--- src/rtl/prio_enc_pkg.sv ---
// Shared constants for the priority encoder slice.
// The round-robin search is enabled with PRIO_ENC_ROUND_ROBIN_EN.
package prio_enc_pkg;

   localparam int ERR_CNT_W = 8;
   localparam logic [ERR_CNT_W-1:0] ERR_CNT_MAX = 8'd255;

endpackage

--- src/rtl/prio_pick.sv ---
// Combinational downward search for the first set request bit,
// starting at 'start' and wrapping from 0 back to N-1.
module prio_pick #(
   parameter int N = 8,
   localparam int W = $clog2(N)
) (
   input  logic [N-1:0] req,
   input  logic [W-1:0] start,
   output logic [W-1:0] idx,
   output logic         found
);

   localparam logic [W-1:0] LAST = W'(N - 1);

   logic [W-1:0] cand;

   // Walk every position once, keeping the first hit; idx stays 0 when nothing is set
   always_comb begin
      idx   = '0;
      found = 1'b0;
      cand  = start;
      for (int i = 0; i < N; i++) begin
         if (!found && req[cand]) begin
            found = 1'b1;
            idx   = cand;
         end
         cand = (cand == '0) ? LAST : cand - W'(1);
      end
   end

endmodule

--- src/rtl/prio_encoder_rr.sv ---
// Registered priority encoder with valid/ready handshakes and error counter.
// Define PRIO_ENC_ROUND_ROBIN_EN for rotating priority; otherwise highest index wins.
module prio_encoder_rr
   import prio_enc_pkg::*;
#(
   parameter int N = 8,
   localparam int W = $clog2(N)
) (
   input  logic                 clk,
   input  logic                 rst,
   input  logic                 in_valid,
   output logic                 in_ready,
   input  logic [N-1:0]         req,
   output logic                 out_valid,
   input  logic                 out_ready,
   output logic [W-1:0]         idx,
   output logic                 zero,
   output logic                 multi,
   output logic [ERR_CNT_W-1:0] err_cnt
);

   localparam logic [W-1:0] LAST = W'(N - 1);

   logic [W-1:0] start;
   logic [W-1:0] pickIdx;
   logic         pickFound;
   logic         inXfer;
   logic         reqZero;
   logic         reqMulti;

   assign in_ready = !out_valid || out_ready;
   assign inXfer   = in_valid && in_ready;
   assign reqZero  = (req == '0);
   assign reqMulti = |(req & (req - N'(1)));

   prio_pick #(.N(N)) u_pick (
      .req   (req),
      .start (start),
      .idx   (pickIdx),
      .found (pickFound)
   );

`ifdef PRIO_ENC_ROUND_ROBIN_EN
   logic [W-1:0] ptr;

   assign start = ptr;

   // The winner becomes the lowest priority for the next search
   always_ff @(posedge clk) begin
      if (rst) begin
         ptr <= LAST;
      end else if (inXfer && pickFound) begin
         ptr <= (pickIdx == '0) ? LAST : pickIdx - W'(1);
      end
   end
`else
   assign start = LAST;
`endif

   // Single output register: load on input transfer, drain on output transfer
   always_ff @(posedge clk) begin
      if (rst) begin
         out_valid <= 1'b0;
         idx       <= '0;
         zero      <= 1'b0;
         multi     <= 1'b0;
      end else if (inXfer) begin
         out_valid <= 1'b1;
         idx       <= pickIdx;
         zero      <= reqZero;
         multi     <= reqMulti;
      end else if (out_ready) begin
         out_valid <= 1'b0;
      end
   end

   // Counts malformed (zero or multi-hot) vectors, sticking at the maximum
   always_ff @(posedge clk) begin
      if (rst) begin
         err_cnt <= '0;
      end else if (inXfer && (reqZero || reqMulti) && (err_cnt != ERR_CNT_MAX)) begin
         err_cnt <= err_cnt + ERR_CNT_W'(1);
      end
   end

endmodule

--- config.mk ---
export PLATFORM = sky130hd
export DESIGN_NAME = prio_encoder_rr
export DESIGN_NICKNAME = d
export VERILOG_FILES = /design/src/rtl/prio_enc_pkg.sv /design/src/rtl/prio_pick.sv /design/src/rtl/prio_encoder_rr.sv
export SDC_FILE = /design/constraint.sdc
export NUM_CORES = 1
export LEC_CHECK = 0
export BUFFER_PORTS_ARGS = -buffer_cell sky130_fd_sc_hd__buf_2
export CAP_MARGIN = 20
export CELL_PAD_IN_SITES_DETAIL_PLACEMENT = 0
export CELL_PAD_IN_SITES_GLOBAL_PLACEMENT = 1
export CORE_MARGIN = 2
export CORE_UTILIZATION = 31
export DETAILED_ROUTE_END_ITERATION = 6
export GPL_TIMING_DRIVEN = 0
export PLACE_DENSITY_LB_ADDON = 0.1
export SLEW_MARGIN = 20
export SYNTH_ARGS = -nofsm -noshare
export SYNTH_HDL_FRONTEND = slang
export SYNTH_SLANG_ARGS = --single-unit
--- constraint.sdc ---
create_clock -name clk -period 1.9 [get_ports clk]
set_clock_uncertainty 0.15 [all_clocks]
set_input_delay 0.38 -clock clk [delete_from_list [all_inputs] [get_ports clk]]
set_output_delay 0.38 -clock clk [all_outputs]
set_load 0.02 [all_outputs]
==> results.yml <==
outcome:
  status: "finished, final reports clean"
pwr:
  max-vdd-ir-drop_uv: 270.7
  power_density_mw_per_mm2: 576.1
  fin_total_pwr_mw: 0.6170
  power.leakage_nw: 0.4620
placement:
  placed_area_sq_um: 964.7
  dp_hpwl_microns: 1422
  place_congestion: 0.7416
  portBuffers: 26
critical_path:
  cp_data_required_time_ns: 1.91
  arrival_ns: 1.84
  crit_fanout: 6
  cp-end-kind: "flop"
  reg2reg_to: "err_cnt[6]"
  worstReg2RegStart: "err_cnt[0]"
  timing.critical_path.to: "err_cnt[6]"
  critical_path_class: "in -> reg"
  r2r_slack_ns: 0.15
  worst_setup_path_start_kind: "input port"
  worstSetupStartpoint: "req[1]"
  ff2ff_path_depth: 6
cts:
  cts-htree-levels: 1
  clk-insertion-delay-late_ns: 0.27
  clkTransAtPathRegs_ns: 0.08
  clock-root-buffer: "clkbuf_4"
  cts_buffers: 3
  clockBufferDepth: 2
  tritoncts: "yes"
  cts_sinks: 14
floorplanning:
  initial_core_util_pct: 32.36
  io_pins: 27
  die_h_microns: 54.63
  core_area_sq_mm: 0.002455
  die_width_microns: 54.63
  rows: 18
  design.die.area_sq_mm: 0.002984
yosys:
  synth_edf_count: 0
  async_flop_share_pct: 0
  synth_area_sq_um: 794.5
  ys_warn_count: 0
  synth-seq-area-share_pct: 35.28
  synth_cell_types: 37
  ys.flop_type: "dfxtp_1"
  syn_avg_cell_area_sq_um: 8.731
  synth_fp_nets: 104
  synth_cells: 91
  ys_ff_latch: 14
grt:
  use_met1_pct: 14.69
  grt_overflow_total: 0
  grt_pass1_vias: 696
  grt_pass1_wl_microns: 2856
  grt_max_degree: 11
  grt_usage_pct: 13.49
  top_usage_layer: "met2"
  met2_usage_pct: 24.60
  use_met3_pct: 4.918
  antenna_found_initial: 0
worst_hold_path:
  min_path_type: "in -> reg"
  hp-start: "in_valid"
sta:
  setup_viol: 0
  hold_violations: 0
  relSlewSlack_pct: 68.12
  max_slew.worst_pin.slew_ns: 0.4782
  fin_crit_ns: 1.829
  fmax_mhz: 546.7
  finalMaxSlewViolations: 0
  setup_tns_ns: 0
  min_period_over_period_pct: 96.26
routing:
  drc: 0
  vias_per_cell: 5.026
  detail_route.wl_per_cell_microns: 11.98
  first_pass_iters: 4
  drtAntennaViolNets: 0
  num_vias: 774
  wl_microns: 1845
  drt_iter0_drc: 7
finish:
  finalInstanceArea_sq_mm: 0.001071
  num-fill-cells: 260
  nets: 139
  diodes: 0
  area_growth_pct: 34.80
  drive_gt1_share_pct: 40.32
run:
  maxCapViolations: 0
worst min-delay path by stage:
stage	endpoint	depth (start not counted)	slack [ns]
CTS	out_valid	3	0.20
finish	out_valid	3	0.20
global placement	zero	2	0.30
global route	out_valid	3	0.22
floorplan	multi	1	0.30
detailed placement	zero	2	0.30
logic make-up after synthesis:
logic type	Yosys count	synth area share (%)
simple gates	46	36.07
compound gates	18	15.28
flops	14	35.28
buf+inv	5	3.306
xor+xnor	4	4.409
mux	3	4.094
fa+ha+maj	1	1.575
cell type report:
cell class	count	area [sq um]	share of cell area [%]
multi-input cells	72	541.8	50.58
repair buffers	30	162.7	15.19
well taps	30	37.54	3.505
clock buffers	3	22.52	2.103
plain buffers	2	15.01	1.402
flip-flops and latches	14	280.3	26.17
inverters	3	11.26	1.051
state kept, by name, summed over array words and instances, names as in the netlist:
signal	flops
out_valid	1
multi	1
idx	3
zero	1
err_cnt	8
what timing repair did:
action                                 4_1_cts  5_1_grt
setup buffers                                0        4
hold buffers                                 0        0
endpoints found under the hold margin        0        0
gates resized for setup                      2       10
setup endpoints to repair                    2        4
pin swaps                                    3        7
metrics by stage:
step | utilization, % | hold slack, ns | setup slack (ns) | instances
6_report | 43.63 | 0.2038 | 0.07098 | 154
5_1_grt | 43.63 | 0.2173 | -0.0006888 | 154
4_1_cts | 40.47 | 0.2009 | -0.01132 | 150
3_5_place_dp | 39.30 | 0.2996 | -0.3525 | 147
3_3_place_gp | 39.30 | 0.2976 | -0.3381 | 147
2_1_floorplan | - | 0.3028 | -0.03192 | 91
Yosys cell counts, drive strengths merged (2+ instances only):
| master | number | share of area [%] |
|---|---|---|
| dfxtp | 14 | 35 |
| nor2 | 14 | 6.6 |
| nand2 | 6 | 3.2 |
| a21oi | 5 | 3.6 |
| nor3 | 5 | 4.6 |
| nor4 | 4 | 6.9 |
| o21ai | 4 | 2.5 |
| xnor2 | 4 | 4.4 |
| inv | 3 | 1.4 |
| nand4 | 3 | 2.4 |
| a211oi | 2 | 1.9 |
| and2 | 2 | 1.6 |
| and3 | 2 | 1.6 |
| mux2 | 2 | 2.8 |
| nand3 | 2 | 1.3 |
| nor4b | 2 | 2.2 |
| o211ai | 2 | 1.9 |
| or2 | 2 | 1.6 |
power breakdown:
| part | internal (mW) | leakage [nW] | switching [mW] |
|---|---|---|---|
| clock network | 0.0733 | 0.0138 | 0.0877 |
| registers | 0.307 | 0.115 | 0.00862 |
| logic | 0.0567 | 0.334 | 0.0841 |
cells in the final DEF, fill, tap and decap left out, drive strengths merged, types with 2 or more instances in the layout:
cell type	n
a211oi	2
a21oi	5
and2	2
and3	2
buf	31
clkbuf	4
dfxtp	14
inv	3
mux2	2
nand2	6
nand3	2
nand4	3
nor2	14
nor3	5
nor4	4
nor4b	2
o211ai	2
o21ai	4
or2	2
xnor2	4
routing by layer:
layer	wire, microns	vias to the layer above
met4	13	0
met1	817	358
li1	-	399
met3	79	2
met5	0	-
met2	935	15
worst max-delay path: stages:
cell and delay, ns:
buf_2 0.15, or2_4 0.25, a221oi_4 0.29, nor3b_4 0.10, nor3_4 0.20, nand4_1 0.14
mux2_4 0.32
No activity file was read; power rests on OpenSTA's default activity.
